[config.mk]
export PLATFORM = sky130hd
export DESIGN_NAME = ctrl_pipe
export DESIGN_NICKNAME = d
export VERILOG_FILES = /design/src/rtl/ctrl_pipe_pkg.sv /design/src/rtl/ctrl_pipe_stage.sv /design/src/rtl/ctrl_pipe.sv
export SDC_FILE = /design/constraint.sdc
export NUM_CORES = 1
export LEC_CHECK = 0
export ABC_AREA = 1
export ABC_CLOCK_PERIOD_IN_PS = 1700
export BUFFER_PORTS_ARGS = -buffer_cell sky130_fd_sc_hd__buf_4
export CAP_MARGIN = 20
export CELL_PAD_IN_SITES_DETAIL_PLACEMENT = 1
export CELL_PAD_IN_SITES_GLOBAL_PLACEMENT = 1
export CORE_MARGIN = 2
export CORE_UTILIZATION = 27
export CTS_CLUSTER_DIAMETER = 200
export DETAILED_ROUTE_END_ITERATION = 16
export HOLD_SLACK_MARGIN = 0.1
export PLACE_DENSITY_LB_ADDON = 0.1
export REMOVE_ABC_BUFFERS = 1
export SLEW_MARGIN = 15
export SYNTH_ARGS = -nofsm -noshare
export SYNTH_HDL_FRONTEND = slang
export SYNTH_SLANG_ARGS = --single-unit
[constraint.sdc]
create_clock -name clk -period 1.7 [get_ports clk]
set_input_delay 0.425 -clock clk [delete_from_list [all_inputs] [get_ports clk]]
set_output_delay 0.425 -clock clk [all_outputs]
set_load 0.02 [all_outputs]
[src/rtl/ctrl_pipe_pkg.sv]
// Shared constants and the saturating counter helper for the ctrl_pipe control pipeline.
package ctrl_pipe_pkg;
  localparam int DEF_STAGES = 3;
  localparam int DEF_WIDTH  = 16;
  localparam int CNT_W      = 32;
  localparam logic [CNT_W-1:0] CNT_MAX = {CNT_W{1'b1}};

  // Clear wins over increment; the count sticks at CNT_MAX.
  function automatic logic [CNT_W-1:0] sat_inc(input logic [CNT_W-1:0] cnt,
                                               input logic inc,
                                               input logic clr);
    logic [CNT_W-1:0] nxt;
    nxt = cnt;
    if (clr)
      nxt = '0;
    else if (inc && (cnt != CNT_MAX))
      nxt = cnt + CNT_W'(1);
    return nxt;
  endfunction
endpackage

[src/rtl/ctrl_pipe_stage.sv]
// One control pipeline register: flush beats hold, hold beats load; bubbles and invalid inputs load zero.
module ctrl_pipe_stage
  import ctrl_pipe_pkg::*;
#(
  parameter int WIDTH = DEF_WIDTH
) (
  input  logic             clk,
  input  logic             rst,
  input  logic             i_flush,
  input  logic             i_hold,
  input  logic             i_bubble,
  input  logic             i_valid,
  input  logic [WIDTH-1:0] i_data,
  output logic             o_valid,
  output logic [WIDTH-1:0] o_data
);
  logic             r_valid;
  logic [WIDTH-1:0] r_word;

  always_ff @(posedge clk or posedge rst) begin
    if (rst) begin
      r_valid <= 1'b0;
      r_word  <= '0;
    end else if (i_flush) begin
      r_valid <= 1'b0;
      r_word  <= '0;
    end else if (!i_hold) begin
      // An invalid word is stored as zero so out_ctrl never leaks stale bits.
      if (i_bubble || !i_valid) begin
        r_valid <= 1'b0;
        r_word  <= '0;
      end else begin
        r_valid <= 1'b1;
        r_word  <= i_data;
      end
    end
  end

  assign o_valid = r_valid;
  assign o_data  = r_word;
endmodule

[src/rtl/ctrl_pipe.sv]
// Control pipeline with back-propagating hold, per-stage flush and optional performance
// counters (built only when CTRL_PIPE_PERF_EN is defined; otherwise counters read 0).
module ctrl_pipe
  import ctrl_pipe_pkg::*;
#(
  parameter int STAGES = DEF_STAGES,
  parameter int WIDTH  = DEF_WIDTH
) (
  input  logic                    clk,
  input  logic                    rst,
  input  logic [WIDTH-1:0]        in_ctrl,
  input  logic                    in_valid,
  input  logic [STAGES-1:0]       stall,
  input  logic [STAGES-1:0]       flush,
  input  logic                    perf_clr,
  output logic [STAGES*WIDTH-1:0] out_ctrl,
  output logic [STAGES-1:0]       out_valid,
  output logic [STAGES-1:0]       hold,
  output logic                    in_ready,
  output logic [CNT_W-1:0]        stall_cnt,
  output logic [CNT_W-1:0]        bubble_cnt,
  output logic [CNT_W-1:0]        flush_cnt
);
  logic [STAGES-1:0]       w_hold;
  logic [STAGES-1:0]       w_bubble;
  logic [STAGES-1:0]       w_valid;
  logic [STAGES*WIDTH-1:0] w_ctrl;

  // A stall anywhere downstream freezes every stage in front of it.
  always_comb begin
    logic acc;
    acc    = 1'b0;
    w_hold = '0;
    for (int i = STAGES - 1; i >= 0; i--) begin
      acc       = acc | stall[i];
      w_hold[i] = acc;
    end
  end

  assign w_bubble[0] = 1'b0;

  genvar g;
  generate
    for (g = 0; g < STAGES; g++) begin : g_stage
      logic             w_up_valid;
      logic [WIDTH-1:0] w_up_data;
      if (g == 0) begin : g_head
        assign w_up_valid = in_valid;
        assign w_up_data  = in_ctrl;
      end else begin : g_body
        assign w_up_valid  = w_valid[g-1];
        assign w_up_data   = w_ctrl[(g-1)*WIDTH +: WIDTH];
        assign w_bubble[g] = w_hold[g-1] & ~w_hold[g];
      end

      ctrl_pipe_stage #(.WIDTH(WIDTH)) u_stage (
        .clk     (clk),
        .rst     (rst),
        .i_flush (flush[g]),
        .i_hold  (w_hold[g]),
        .i_bubble(w_bubble[g]),
        .i_valid (w_up_valid),
        .i_data  (w_up_data),
        .o_valid (w_valid[g]),
        .o_data  (w_ctrl[g*WIDTH +: WIDTH])
      );
    end
  endgenerate

  assign out_ctrl  = w_ctrl;
  assign out_valid = w_valid;
  assign hold      = w_hold;
  assign in_ready  = ~w_hold[0];

`ifdef CTRL_PIPE_PERF_EN
  logic [CNT_W-1:0] r_stall_cnt;
  logic [CNT_W-1:0] r_bubble_cnt;
  logic [CNT_W-1:0] r_flush_cnt;
  logic             w_any_bubble;
  logic             w_any_flush;

  // A bubble overridden by a flush on the same stage is not counted as a bubble.
  assign w_any_bubble = |(w_bubble & ~flush);
  assign w_any_flush  = |(flush & w_valid);

  always_ff @(posedge clk or posedge rst) begin
    if (rst) begin
      r_stall_cnt  <= '0;
      r_bubble_cnt <= '0;
      r_flush_cnt  <= '0;
    end else begin
      r_stall_cnt  <= sat_inc(r_stall_cnt, w_hold[0], perf_clr);
      r_bubble_cnt <= sat_inc(r_bubble_cnt, w_any_bubble, perf_clr);
      r_flush_cnt  <= sat_inc(r_flush_cnt, w_any_flush, perf_clr);
    end
  end

  assign stall_cnt  = r_stall_cnt;
  assign bubble_cnt = r_bubble_cnt;
  assign flush_cnt  = r_flush_cnt;
`else
  logic w_unused_perf_clr;
  assign w_unused_perf_clr = perf_clr;
  assign stall_cnt  = '0;
  assign bubble_cnt = '0;
  assign flush_cnt  = '0;
`endif
endmodule

==> flow_summary.toml <==
[timing]
hold_violations = 0
layout_setup_ws_ns = 0.1755
fin_tns_setup_ns = 0
fin_hold_ws_ns = 0.1614
fmax_ghz = 0.6560
fin_worst_skew_ns = 0.004485
rsz0062_at_grt = "false"
finalSetupViolations = 0
slew_viol_final = 0
finalCriticalPeriod_ns = 1.524
fin_crit_sh_pct = 89.67

[logic_synthesis]
yosysTopAreaCell = "dfrtp_1"
yosys.area.top_type_share_pct = 43.11
synth_enable_flop_cells = 0
synthCells = 338
ys.flop_type = "dfrtp_1"
ys_ff_latch = 51
netlist-cell-type-count = 16
syn_area_mm2 = 0.002960
syn_avg_cell_area_um2 = 8.758
async_reset_ff_share_pct = 100.0
ys_warn_count = 0
ys_top_cells_by_count = "106 x buf_4, 88 x nand2_1, 51 x dfrtp_1"
synth_most_common_cell = "buf_4"
synth_seq_area_share_pct = 43.11
synth_area_leaders = "dfrtp_1 43%, buf_4 27%, nand2_1 11%"

[critical_path]
ff2ff_setup_slack_ns = 0.60
worstRegToRegCells = 4
cp-start-kind = "input port"
crit_slowest_cell = "nor2_8"
crit_path_cell_trace = "buf_4 > nor2_8 > nand2_4 > inv_1 > buf_4"
end_kind = "primary output"
cp.required_ns = 1.27
worstPathArrival_ns = 1.10
r2r-start = "g_stage[0].u_stage.o_valid$_DFFE_PP0P_"
critical_path.endpoint = "in_ready"
cp.depth = 5
critical_path.startpoint = "stall[1]"
path_class = "input port to primary output"
slowest_delay_ns = 0.17
cp_max_fo = 8
crit_top_cell = "buf_4"
reg2reg_to = "g_stage[1].u_stage.o_data[1]$_DFFE_PP0P_"
crit_buf_inv = 3
cp_top_family = "buffers and inverters"

[finish]
nNetsFinal = 435
seq_area_mm2 = 0.001276
syn_to_final_growth_pct = 16.02
n_antenna_cell = 0
fillers = 1326
multiInputGateArea_mm2 = 0.001142
drive_gt1_share_pct = 25.12
post-route-util_pct = 31.96

[clocking]
clockBufferDepth = 2
cts_setup_buffers = 0
ctsResizeCount = 0
cts_max_level = 2
insertion_delay_ns = 0.30
cts_tree = "yes"
clk_pin_slew_ns = 0.10
clock_sinks = 51
ctsHoldBuffers = 0
clock-root-buffer = "clkbuf_8"
cts_made_buffers = 5

[global_route]
grt-ovfl-total = 0
grt.total_usage_pct = 11.82
grt_max_degree = 52
grt_pass1_vias = 2011
antenna_found_initial = 0
grt_pass1_wl_um = 10880

[min_path]
hold_class = "input port to asynchronous set/reset pin"

[power_and_ir_drop]
ir_drop_uv = 427.3
power-per-cell-area_mw_per_mm2 = 771.4
p_leak_nw = 2.022

[route]
wl_um = 7016
wire_per_inst_um = 12.76
via_count = 2185
wl_met1_um = 3101
viasPerCell = 3.973
wl_met2_um = 3245
drtPass1Iterations = 4
drt_iter0_markers = 83
wl_met3_um = 586
topRoutingLayerUsed = "met4"
drc_errors = 0
antenna_left = 0

[floorplan]
initial_core_util_pct = 27.55
ios = 177
num_rows = 38
core_area_mm2 = 0.01075
die_h_um = 108.7
die_area_mm2 = 0.01182
die_w_um = 108.7

[flow_run]
max-cap-violations = 0

[placement]
dp_hpwl_um = 5205
port_buffers = 79
pre_cts_slack_ns = 0.1720
gp_congestion = 0.6748

[outcome]
status = "complete, no violations"
[kinds of logic after synthesis]
logic type | count (synthesis) | share of synthesized area (%)
buffers and inverters | 126 | 30.35
AND/OR/NAND/NOR | 160 | 26.42
flip-flops | 51 | 43.11
other | 1 | 0.1267
[how the worst min path moves through the flow]
stage	startpoint	end
floorplan	in_ctrl[0]	g_stage[0].u_stage.o_data[0]$_DFFE_PP0P_
global placement	g_stage[2].u_stage.o_valid$_DFFE_PP0P_	g_stage[2].u_stage.o_valid$_DFFE_PP0P_
detailed placement	g_stage[2].u_stage.o_valid$_DFFE_PP0P_	g_stage[2].u_stage.o_valid$_DFFE_PP0P_
CTS	rst	g_stage[0].u_stage.o_data[4]$_DFFE_PP0P_
global route	rst	g_stage[0].u_stage.o_data[7]$_DFFE_PP0P_
finish	rst	g_stage[1].u_stage.o_data[6]$_DFFE_PP0P_
[registers in the layout (all words and copies together), names as in the netlist]
signal and cells:
g_stage.u_stage.o_data 48, g_stage.u_stage.o_valid 3
[through the flow]
step | cell area, um2 | std cells | total power [mW]
floorplan | 2452 | 316 | 1.531
global placement | 3298 | 542 | 1.662
detailed placement | 3298 | 542 | 1.665
CTS | 3435 | 550 | 2.694
global route | 3435 | 550 | 2.781
finish | 3435 | 550 | 2.649
[layer usage]
layer	global-route usage, %	up-vias
met5	0	-
met4	4.121	0
met3	2.092	6
met2	18.53	123
met1	16.39	1014
li1	-	1042
[worst min-delay path: cells and delay by family]
kind,cells,cell delay (ns)
buffers and inverters,3,0.43
[cell type report]
type                            count  area share, %
Timing Repair Buffer               86          19.53
Multi-Input combinational cell    256          33.26
Inverter                            9         0.9836
Tap cell                          140          5.100
Clock buffer                        5          2.004
Sequential cell                    51          37.16
Clock inverter                      3          1.967
[report_power, final]
group	total [mW]	internal (mW)	switching (mW)	leakage, nW
Sequential	1.23	1.22	0.00780	0.711
Clock	1.01	0.587	0.424	0.0644
Combinational	0.410	0.0809	0.329	1.25
Total	2.65	1.89	0.761	2.02
[cells in the final DEF, fill, tap and decap left out]
master and instances:
conb_1 96, nand2_1 88, buf_4 84, dfrtp_1 51, nand3_1 33, nand4_1 32, inv_1 5, clkbuf_8 5
nor2_8 2, clkinv_1 2, nor2_4 2, inv_2 2, nor2_2 2, bufinv_16 2, buf_12 2, nand2_4 1
clkinvlp_4 1
(Power assumes the default switching activity.)
